==> config.mk <==
export PLATFORM = sky130hd
export DESIGN_NAME = svm_ctrl_driver_flat
export DESIGN_NICKNAME = d
export VERILOG_FILES = /design/src/rtl/svm_ctrl_driver_if.sv /design/src/rtl/svm_ctrl_driver.sv /design/src/flat_wrapper.sv
export SDC_FILE = /design/constraint.sdc
export NUM_CORES = 1
export LEC_CHECK = 0
export ABC_AREA = 1
export BUFFER_PORTS_ARGS = -buffer_cell sky130_fd_sc_hd__buf_2
export CELL_PAD_IN_SITES_DETAIL_PLACEMENT = 1
export CELL_PAD_IN_SITES_GLOBAL_PLACEMENT = 2
export CORE_AREA = 2 2 99 101
export DETAILED_ROUTE_END_ITERATION = 8
export DIE_AREA = 0 0 101 103
export PLACE_DENSITY_LB_ADDON = 0.3
export SYNTH_ARGS = -nofsm -noshare
export SYNTH_HDL_FRONTEND = slang
export SYNTH_SLANG_ARGS = --single-unit
==> constraint.sdc <==
create_clock -name ap_clk -period 2.5 [get_ports ap_clk]
set_input_delay 0.5 -clock ap_clk [delete_from_list [all_inputs] [get_ports ap_clk]]
set_output_delay 0.5 -clock ap_clk [all_outputs]
set_load 0.01 [all_outputs]
==> src/rtl/svm_ctrl_driver_if.sv <==
// Command handshake and AXI-Lite control-port signals between the SVM invocation
// driver (master) and the HLS core's s_axi_control slave.
interface svm_ctrl_driver_if #(
  parameter int unsigned ADDR_W = 8
);
  logic              cmd_valid;
  logic              cmd_ready;

  logic [ADDR_W-1:0] m_axi_control_awaddr;
  logic              m_axi_control_awvalid;
  logic              m_axi_control_awready;

  logic [31:0]       m_axi_control_wdata;
  logic [3:0]        m_axi_control_wstrb;
  logic              m_axi_control_wvalid;
  logic              m_axi_control_wready;

  logic [1:0]        m_axi_control_bresp;
  logic              m_axi_control_bvalid;
  logic              m_axi_control_bready;

  logic [ADDR_W-1:0] m_axi_control_araddr;
  logic              m_axi_control_arvalid;
  logic              m_axi_control_arready;

  logic [31:0]       m_axi_control_rdata;
  logic [1:0]        m_axi_control_rresp;
  logic              m_axi_control_rvalid;
  logic              m_axi_control_rready;

  modport master (
    input  cmd_valid,
    output cmd_ready,
    output m_axi_control_awaddr, m_axi_control_awvalid,
    input  m_axi_control_awready,
    output m_axi_control_wdata, m_axi_control_wstrb, m_axi_control_wvalid,
    input  m_axi_control_wready,
    input  m_axi_control_bresp, m_axi_control_bvalid,
    output m_axi_control_bready,
    output m_axi_control_araddr, m_axi_control_arvalid,
    input  m_axi_control_arready,
    input  m_axi_control_rdata, m_axi_control_rresp, m_axi_control_rvalid,
    output m_axi_control_rready
  );

  modport slave (
    output cmd_valid,
    input  cmd_ready,
    input  m_axi_control_awaddr, m_axi_control_awvalid,
    output m_axi_control_awready,
    input  m_axi_control_wdata, m_axi_control_wstrb, m_axi_control_wvalid,
    output m_axi_control_wready,
    output m_axi_control_bresp, m_axi_control_bvalid,
    input  m_axi_control_bready,
    input  m_axi_control_araddr, m_axi_control_arvalid,
    output m_axi_control_arready,
    output m_axi_control_rdata, m_axi_control_rresp, m_axi_control_rvalid,
    input  m_axi_control_rready
  );
endinterface

==> src/rtl/svm_ctrl_driver.sv <==
// Runs one SVM HLS core invocation over AXI-Lite: write ap_start, poll the control
// register for ap_done (clear-on-read), then report done/err and the poll count.
module svm_ctrl_driver #(
  parameter int unsigned       ADDR_W        = 8,
  parameter logic [ADDR_W-1:0] CTRL_ADDR     = '0,
  parameter int unsigned       POLL_GAP      = 16,
  parameter int unsigned       TIMEOUT_POLLS = 65535
) (
  input  logic               ap_clk,
  input  logic               ap_rst_n,
  svm_ctrl_driver_if.master  bus,
  output logic               busy,
  output logic               done,
  output logic [1:0]         err,
  output logic [15:0]        poll_cnt
);

  localparam int unsigned GAP_W = (POLL_GAP > 1) ? $clog2(POLL_GAP) : 1;
  localparam logic [GAP_W-1:0] GAP_LAST = GAP_W'(POLL_GAP - 1);
  localparam logic [15:0] POLL_LIMIT = 16'(TIMEOUT_POLLS);

  localparam logic [1:0] ERR_OK      = 2'd0;
  localparam logic [1:0] ERR_BRESP   = 2'd1;
  localparam logic [1:0] ERR_RRESP   = 2'd2;
  localparam logic [1:0] ERR_TIMEOUT = 2'd3;

  typedef enum logic [2:0] {
    S_IDLE,
    S_WR,
    S_WR_RESP,
    S_RD_ADDR,
    S_RD_DATA,
    S_GAP,
    S_FIN
  } state_t;

  state_t           r_state;
  state_t           w_state_nxt;
  logic             r_aw_done;
  logic             r_w_done;
  logic [GAP_W-1:0] r_gap_cnt;
  logic [1:0]       r_err;
  logic [15:0]      r_poll_cnt;

  logic             w_accept;
  logic             w_aw_hs;
  logic             w_w_hs;
  logic             w_ar_hs;
  logic             w_err_load;
  logic [1:0]       w_err_val;

  // All outputs decode from registered state only, so no ready->valid comb path.
  assign bus.cmd_ready             = (r_state == S_IDLE);
  assign bus.m_axi_control_awvalid = (r_state == S_WR) && !r_aw_done;
  assign bus.m_axi_control_awaddr  = bus.m_axi_control_awvalid ? CTRL_ADDR : '0;
  assign bus.m_axi_control_wvalid  = (r_state == S_WR) && !r_w_done;
  assign bus.m_axi_control_wdata   = bus.m_axi_control_wvalid ? 32'h1 : '0;
  assign bus.m_axi_control_wstrb   = bus.m_axi_control_wvalid ? 4'hF : '0;
  assign bus.m_axi_control_bready  = (r_state == S_WR_RESP);
  assign bus.m_axi_control_arvalid = (r_state == S_RD_ADDR);
  assign bus.m_axi_control_araddr  = bus.m_axi_control_arvalid ? CTRL_ADDR : '0;
  assign bus.m_axi_control_rready  = (r_state == S_RD_DATA);

  assign busy     = (r_state != S_IDLE);
  assign done     = (r_state == S_FIN);
  assign err      = r_err;
  assign poll_cnt = r_poll_cnt;

  assign w_accept = bus.cmd_valid && bus.cmd_ready;
  assign w_aw_hs  = bus.m_axi_control_awvalid && bus.m_axi_control_awready;
  assign w_w_hs   = bus.m_axi_control_wvalid && bus.m_axi_control_wready;
  assign w_ar_hs  = bus.m_axi_control_arvalid && bus.m_axi_control_arready;

  always_comb begin
    w_state_nxt = r_state;
    w_err_load  = 1'b0;
    w_err_val   = ERR_OK;
    case (r_state)
      S_IDLE: begin
        if (w_accept) w_state_nxt = S_WR;
      end
      S_WR: begin
        if ((r_aw_done || w_aw_hs) && (r_w_done || w_w_hs)) w_state_nxt = S_WR_RESP;
      end
      S_WR_RESP: begin
        if (bus.m_axi_control_bvalid) begin
          if (bus.m_axi_control_bresp != 2'b00) begin
            w_err_load  = 1'b1;
            w_err_val   = ERR_BRESP;
            w_state_nxt = S_FIN;
          end else begin
            w_state_nxt = S_RD_ADDR;
          end
        end
      end
      S_RD_ADDR: begin
        if (w_ar_hs) w_state_nxt = S_RD_DATA;
      end
      S_RD_DATA: begin
        // r_poll_cnt already includes the poll whose data is arriving now.
        if (bus.m_axi_control_rvalid) begin
          w_state_nxt = S_FIN;
          w_err_load  = 1'b1;
          if (bus.m_axi_control_rresp != 2'b00) begin
            w_err_val = ERR_RRESP;
          end else if (bus.m_axi_control_rdata[1]) begin
            w_err_val = ERR_OK;
          end else if (r_poll_cnt == POLL_LIMIT) begin
            w_err_val = ERR_TIMEOUT;
          end else begin
            w_err_load  = 1'b0;
            w_state_nxt = S_GAP;
          end
        end
      end
      S_GAP: begin
        if (r_gap_cnt == GAP_LAST) w_state_nxt = S_RD_ADDR;
      end
      S_FIN: begin
        w_state_nxt = S_IDLE;
      end
      default: begin
        w_state_nxt = S_IDLE;
      end
    endcase
  end

  always_ff @(posedge ap_clk) begin
    if (!ap_rst_n) begin
      r_state    <= S_IDLE;
      r_aw_done  <= 1'b0;
      r_w_done   <= 1'b0;
      r_gap_cnt  <= '0;
      r_err      <= ERR_OK;
      r_poll_cnt <= '0;
    end else begin
      r_state <= w_state_nxt;
      case (r_state)
        S_IDLE: begin
          if (w_accept) begin
            r_aw_done  <= 1'b0;
            r_w_done   <= 1'b0;
            r_err      <= ERR_OK;
            r_poll_cnt <= '0;
          end
        end
        S_WR: begin
          if (w_aw_hs) r_aw_done <= 1'b1;
          if (w_w_hs)  r_w_done  <= 1'b1;
        end
        S_RD_ADDR: begin
          if (w_ar_hs && (r_poll_cnt != '1)) r_poll_cnt <= r_poll_cnt + 16'd1;
        end
        S_RD_DATA: begin
          r_gap_cnt <= '0;
        end
        S_GAP: begin
          r_gap_cnt <= r_gap_cnt + GAP_W'(1);
        end
        default: begin
        end
      endcase
      if (w_err_load) r_err <= w_err_val;
    end
  end

  a_aw_hold: assert property (@(posedge ap_clk) disable iff (!ap_rst_n)
    bus.m_axi_control_awvalid && !bus.m_axi_control_awready
    |=> bus.m_axi_control_awvalid && $stable(bus.m_axi_control_awaddr));

  a_w_hold: assert property (@(posedge ap_clk) disable iff (!ap_rst_n)
    bus.m_axi_control_wvalid && !bus.m_axi_control_wready
    |=> bus.m_axi_control_wvalid && $stable(bus.m_axi_control_wdata));

  a_ar_hold: assert property (@(posedge ap_clk) disable iff (!ap_rst_n)
    bus.m_axi_control_arvalid && !bus.m_axi_control_arready
    |=> bus.m_axi_control_arvalid && $stable(bus.m_axi_control_araddr));

  a_done_pulse: assert property (@(posedge ap_clk) disable iff (!ap_rst_n)
    done |=> !done);

endmodule

==> src/flat_wrapper.sv <==
// flat-port wrapper written by rule: the top's interface ports become plain ports
module svm_ctrl_driver_flat 
#(
  parameter int unsigned       ADDR_W        = 8,
  parameter logic [ADDR_W-1:0] CTRL_ADDR     = '0,
  parameter int unsigned       POLL_GAP      = 16,
  parameter int unsigned       TIMEOUT_POLLS = 65535
)
  (ap_clk, ap_rst_n, busy, done, err, poll_cnt, bus_cmd_valid, bus_cmd_ready, bus_m_axi_control_awaddr, bus_m_axi_control_awvalid, bus_m_axi_control_awready, bus_m_axi_control_wdata, bus_m_axi_control_wstrb, bus_m_axi_control_wvalid, bus_m_axi_control_wready, bus_m_axi_control_bresp, bus_m_axi_control_bvalid, bus_m_axi_control_bready, bus_m_axi_control_araddr, bus_m_axi_control_arvalid, bus_m_axi_control_arready, bus_m_axi_control_rdata, bus_m_axi_control_rresp, bus_m_axi_control_rvalid, bus_m_axi_control_rready);
  svm_ctrl_driver_if #(.ADDR_W(ADDR_W)) bus_i ();
  input  logic ap_clk;
  input  logic ap_rst_n;
  output logic busy;
  output logic done;
  output logic [1:0] err;
  output logic [15:0] poll_cnt;
  input wire logic [$bits(bus_i.cmd_valid)-1:0] bus_cmd_valid;
  output wire logic [$bits(bus_i.cmd_ready)-1:0] bus_cmd_ready;
  output wire logic [$bits(bus_i.m_axi_control_awaddr)-1:0] bus_m_axi_control_awaddr;
  output wire logic [$bits(bus_i.m_axi_control_awvalid)-1:0] bus_m_axi_control_awvalid;
  input wire logic [$bits(bus_i.m_axi_control_awready)-1:0] bus_m_axi_control_awready;
  output wire logic [$bits(bus_i.m_axi_control_wdata)-1:0] bus_m_axi_control_wdata;
  output wire logic [$bits(bus_i.m_axi_control_wstrb)-1:0] bus_m_axi_control_wstrb;
  output wire logic [$bits(bus_i.m_axi_control_wvalid)-1:0] bus_m_axi_control_wvalid;
  input wire logic [$bits(bus_i.m_axi_control_wready)-1:0] bus_m_axi_control_wready;
  input wire logic [$bits(bus_i.m_axi_control_bresp)-1:0] bus_m_axi_control_bresp;
  input wire logic [$bits(bus_i.m_axi_control_bvalid)-1:0] bus_m_axi_control_bvalid;
  output wire logic [$bits(bus_i.m_axi_control_bready)-1:0] bus_m_axi_control_bready;
  output wire logic [$bits(bus_i.m_axi_control_araddr)-1:0] bus_m_axi_control_araddr;
  output wire logic [$bits(bus_i.m_axi_control_arvalid)-1:0] bus_m_axi_control_arvalid;
  input wire logic [$bits(bus_i.m_axi_control_arready)-1:0] bus_m_axi_control_arready;
  input wire logic [$bits(bus_i.m_axi_control_rdata)-1:0] bus_m_axi_control_rdata;
  input wire logic [$bits(bus_i.m_axi_control_rresp)-1:0] bus_m_axi_control_rresp;
  input wire logic [$bits(bus_i.m_axi_control_rvalid)-1:0] bus_m_axi_control_rvalid;
  output wire logic [$bits(bus_i.m_axi_control_rready)-1:0] bus_m_axi_control_rready;
  assign bus_i.cmd_valid = bus_cmd_valid;
  assign bus_cmd_ready = bus_i.cmd_ready;
  assign bus_m_axi_control_awaddr = bus_i.m_axi_control_awaddr;
  assign bus_m_axi_control_awvalid = bus_i.m_axi_control_awvalid;
  assign bus_i.m_axi_control_awready = bus_m_axi_control_awready;
  assign bus_m_axi_control_wdata = bus_i.m_axi_control_wdata;
  assign bus_m_axi_control_wstrb = bus_i.m_axi_control_wstrb;
  assign bus_m_axi_control_wvalid = bus_i.m_axi_control_wvalid;
  assign bus_i.m_axi_control_wready = bus_m_axi_control_wready;
  assign bus_i.m_axi_control_bresp = bus_m_axi_control_bresp;
  assign bus_i.m_axi_control_bvalid = bus_m_axi_control_bvalid;
  assign bus_m_axi_control_bready = bus_i.m_axi_control_bready;
  assign bus_m_axi_control_araddr = bus_i.m_axi_control_araddr;
  assign bus_m_axi_control_arvalid = bus_i.m_axi_control_arvalid;
  assign bus_i.m_axi_control_arready = bus_m_axi_control_arready;
  assign bus_i.m_axi_control_rdata = bus_m_axi_control_rdata;
  assign bus_i.m_axi_control_rresp = bus_m_axi_control_rresp;
  assign bus_i.m_axi_control_rvalid = bus_m_axi_control_rvalid;
  assign bus_m_axi_control_rready = bus_i.m_axi_control_rready;
  svm_ctrl_driver #(.ADDR_W(ADDR_W), .CTRL_ADDR(CTRL_ADDR), .POLL_GAP(POLL_GAP), .TIMEOUT_POLLS(TIMEOUT_POLLS)) u_core (.ap_clk(ap_clk), .ap_rst_n(ap_rst_n), .bus(bus_i), .busy(busy), .done(done), .err(err), .poll_cnt(poll_cnt));
endmodule
==> flow_results.org <==
** Cells and area
- Layout filler cell count :: 1220
- After the flow finishes, the layout carries non-filler instances totaling 465.
- Fraction of final layout cells sized beyond drive strength 1 :: 23.6%
- Sequential cell area in the final layout :: 541 sq um
- The repair_antennas step left the layout with diodes totalling 0.
- From synthesis to final layout, the design area changed by 7.92%.
- Number of nets in the layout :: 398
- In the final layout, the multi-input gates occupy 0.00120 sq mm.

** Logic synthesis
- The synthesized netlist occupies a cell area of 0.00212 sq mm.
- Among all flip-flop cells after synthesis, the most frequent one is sky130_fd_sc_hd__dfxtp_1.
- Synth Area in Compound Gates :: 12.5%
- Summing the areas of all and, or, nand and nor instances in the mapped netlist gives 31.5% of the synthesized area.
- The commonest cells after synthesis are 60 x sky130_fd_sc_hd__nand2_1, 52 x sky130_fd_sc_hd__buf_4, 37 x sky130_fd_sc_hd__nor2_1.
- After synthesis, the share of cell area in mux cells is 0%.
- Warning count from the yosys run :: 0
- Mapped Avg Cell Area :: 6.79 sq um
- Counting every instance in the synthesized netlist gives 312.
- Adder-cell area share of the yosys netlist :: 1.18%
- EDFF count, synth :: 0
- Ys async rst share :: 0%
- Ranked by total cell area, the synthesized netlist is headed by sky130_fd_sc_hd__dfxtp_1 26%, sky130_fd_sc_hd__buf_4 18%, sky130_fd_sc_hd__nand2_1 11%, sky130_fd_sc_hd__nor2_1 6.6%, sky130_fd_sc_hd__a21oi_1 5.4%.
- Of the synthesized area, sequential elements account for 25.5%.
- Most numerous cell in the Yosys netlist :: sky130_fd_sc_hd__nand2_1
- Combinational family with the most area after synthesis :: simple AND/OR/NAND/NOR gates
- Of the total synthesized cell area, the portion taken by XOR and XNOR cells is 3.31%.
- Synthesis-stage register bit count :: 27
- Yosys top cell area share :: 25.5%
- Number of different library cells in the post-synthesis netlist :: 34
- The synthesized design spends more area on one cell type than any other, namely sky130_fd_sc_hd__dfxtp_1.

** Route
- Routed wirelength normalized by instance count :: 12.6 microns
- Remaining number of nets flagged by the antenna check after routing :: 0
- Before antenna repair, the detailed router went through 4 iterations.
- First DRT Iteration DRCs :: 30
- The final route contains 1920 vias.
- For this run, design rule violations remaining after detail routing come to 0.
- The routed design has 5850 microns of wire.
- Dividing the detail-routed via count by the number of cells gives 4.13.

** Critical path
- In this run the critical register-to-register path is captured at u_core.poll_cnt[12]$_SDFFE_PN0P_.
- In this run the worst path has a maximum fanout of 8.
- The worst setup path is launched from a flop.
- The worst register-to-register path has a setup slack of 570 ps.
- Required arrival time at the worst endpoint :: 2000 ps
- In this run the critical register-to-register path is launched from u_core.poll_cnt[1]$_SDFFE_PN0P_.
- For the worst flop-to-flop path, the logic depth is 11.
- Worst EP arrival :: 1610 ps
- Crit path kind :: reg2out
- The critical path starts at u_core.r_state[0]$_SDFFE_PN0P_.
- Kind of capture point of the worst setup path :: primary output

** Timing
- Total Negative Setup Slacks :: 0 ps
- Period utilization :: 84.5%
- Number of max-slew violations in the final report :: 0
- Setup repair after global routing left no endpoint under its margin.
- For the final database, setup skew stands at 3.98 ps.
- For the finished layout, the period the worst path requires is 2110 ps.
- Maximum operating frequency :: 0.474 GHz
- Number of setup violations in the final report :: 0
- Worst hold slack :: 471 ps
- The number of endpoints with negative hold slack in the final report came to 0.

** Global route
- Antenna violations before repair :: 0
- Global routing used 11.6% of the available tracks.
- The via count of the first global-routing pass is 1847.
- The first global-routing pass estimated 9490 microns of wire.
- Entering global routing, the biggest net connects 19 pins.
- Total congestion overflow :: 0

** Die
- Die boundary height :: 103 microns
- In this run the count of I/O pins placed on the die edge is 122.
- The region available for standard cell placement spans 0.00946 sq mm.
- For this configuration, the core starts out at a cell density of 22.4%.
- Count of standard-cell rows :: 36
- Die ar. :: 0.0104 sq mm
- From left edge to right edge, the die measures 101 microns.

** Placed design
- Detailed Place HPWL :: 4720 microns
- The number of placed instances, taps included, is 461.
- Placer's final routability congestion estimate :: 0.793
- Buffers placed on the I/O ports in this run total 43.

** Power and ir drop
- Internal power consumption :: 756 uW
- Worst ir drop on vdd :: 0.000139 V
- Net switching power of the design :: 618 uW
- Sequential group share of total power :: 36.0%
- Dividing total power by cell area gives a power density of 601 mW/mm^2.
- Clk network pwr share :: 19.6%
- Switching portion of total power :: 45.0%
- Static Leak :: 0.000943 uW
- Combinational logic is responsible for 44.4% of the overall power.

** Clock tree
- No sink is reached through more buffers than the 2 on the longest clock path.
- Quantity of gates resized following cts :: 0
- CTS built an H-tree with a depth of 1.
- Num Clock Sinks :: 27
- For the worst-skew pair, the clock arrives at the later sink with an insertion delay of 280 ps.
- Hold repair after CTS inserted 0 buffers.
- The cell sitting at the root of the clock tree is a sky130_fd_sc_hd__clkbuf_8.
- TritonCTS built the clock tree.
- Buffers inserted during clock tree synthesis total 3.
- Number of setup buffers added after CTS :: 0
- After clock tree synthesis, the clock-pin slew on the worst setup and hold paths is 100 ps.

** Worst hold path
- The worst hold path was traced through 2 stages.
- For hold timing, the worst endpoint is u_core.r_aw_done$_SDFFE_PN0P_.
- The min-delay analysis places its worst path in the category in2reg.
- Hold path startpoint :: bus_m_axi_control_awready

** Run status
- Status :: finished clean

** Flow run
- Max_cap viols :: 0
## area by class of cell
type	instances	area share, %
clock buffer	3	1.81
tap	114	6.24
clock inverter	1	0.329
inverter	28	4.93
timing repair buffer	46	10.4
multi-input combinational	246	52.6
sequential	27	23.7
## state kept, by name (all words and copies together), names as in the netlist
register / count
u_core.r_w_done: 1
u_core.err: 2
u_core.r_aw_done: 1
u_core.poll_cnt: 16
u_core.r_state: 3
u_core.r_gap_cnt: 4
## worst max path at each step
stage | end | slack, ps | cells past startpoint
2_1_floorplan | u_core.poll_cnt[12]$_SDFFE_PN0P_ | 770 | 12
3_3_place_gp | u_core.poll_cnt[12]$_SDFFE_PN0P_ | 600 | 11
3_5_place_dp | u_core.poll_cnt[12]$_SDFFE_PN0P_ | 570 | 11
4_1_cts | bus_m_axi_control_wstrb[2] | 350 | 5
5_1_grt | bus_m_axi_control_wstrb[2] | 190 | 5
6_report | bus_m_axi_control_wstrb[2] | 390 | 5
## routing by layer
layer  up-vias  share of wire (%)  GRT usage, %
met4         0               0.41          1.56
li1        979                  -             -
met2        48                 49          20.2
met1       889                 47          15.7
met3         4                3.7          1.76
met5         -                  0             0
## power by group through the flow
stage	sequential [uW]	combinational, uW	clock, uW
detailed placement	504	622	0
global placement	503	615	0
floorplan	498	558	0
global route	500	699	313
CTS	495	624	294
finish	495	610	269
## metrics by stage
stage	area, sq um	setup slack (ps)	util (%)	total power, uW
CTS	2280	349	24.2	1410
floorplan	2290	773	-	1060
finish	2280	388	24.2	1370
global placement	2240	599	23.6	1120
detailed placement	2240	574	23.6	1130
global route	2280	193	24.2	1510
## cells by family (layout without fill, tap and decap cells)
logic type	count (synthesis)	after routing
buffers and inverters	85	78
AO/OA/AOI/OAI	46	46
flip-flops	27	27
other	1	47
AND/OR/NAND/NOR	143	143
XOR/XNOR	8	8
adder cells (fa/ha/maj)	2	2
## worst max-delay path, cell delays in order, from the launching register on
cell,delay (ps)
sky130_fd_sc_hd__dfxtp_1,490
sky130_fd_sc_hd__nand2_1,170
sky130_fd_sc_hd__nor2_2,210
sky130_fd_sc_hd__inv_2,60
sky130_fd_sc_hd__nor2_2,210
sky130_fd_sc_hd__buf_2,190
## layout by cell type (no fill, tap or decap), types with 3 or more instances in the layout
master	n
sky130_fd_sc_hd__a21oi_1	23
sky130_fd_sc_hd__a21oi_2	6
sky130_fd_sc_hd__buf_2	43
sky130_fd_sc_hd__buf_4	3
sky130_fd_sc_hd__clkbuf_8	3
sky130_fd_sc_hd__conb_1	47
sky130_fd_sc_hd__dfxtp_1	27
sky130_fd_sc_hd__inv_1	21
sky130_fd_sc_hd__inv_2	5
sky130_fd_sc_hd__nand2_1	60
sky130_fd_sc_hd__nand2_2	7
sky130_fd_sc_hd__nand3_1	16
sky130_fd_sc_hd__nand4_1	8
sky130_fd_sc_hd__nor2_1	37
sky130_fd_sc_hd__nor2_2	6
sky130_fd_sc_hd__nor2_4	3
sky130_fd_sc_hd__o21ai_0	13
sky130_fd_sc_hd__xor2_1	7
(Power assumes the default switching activity.)
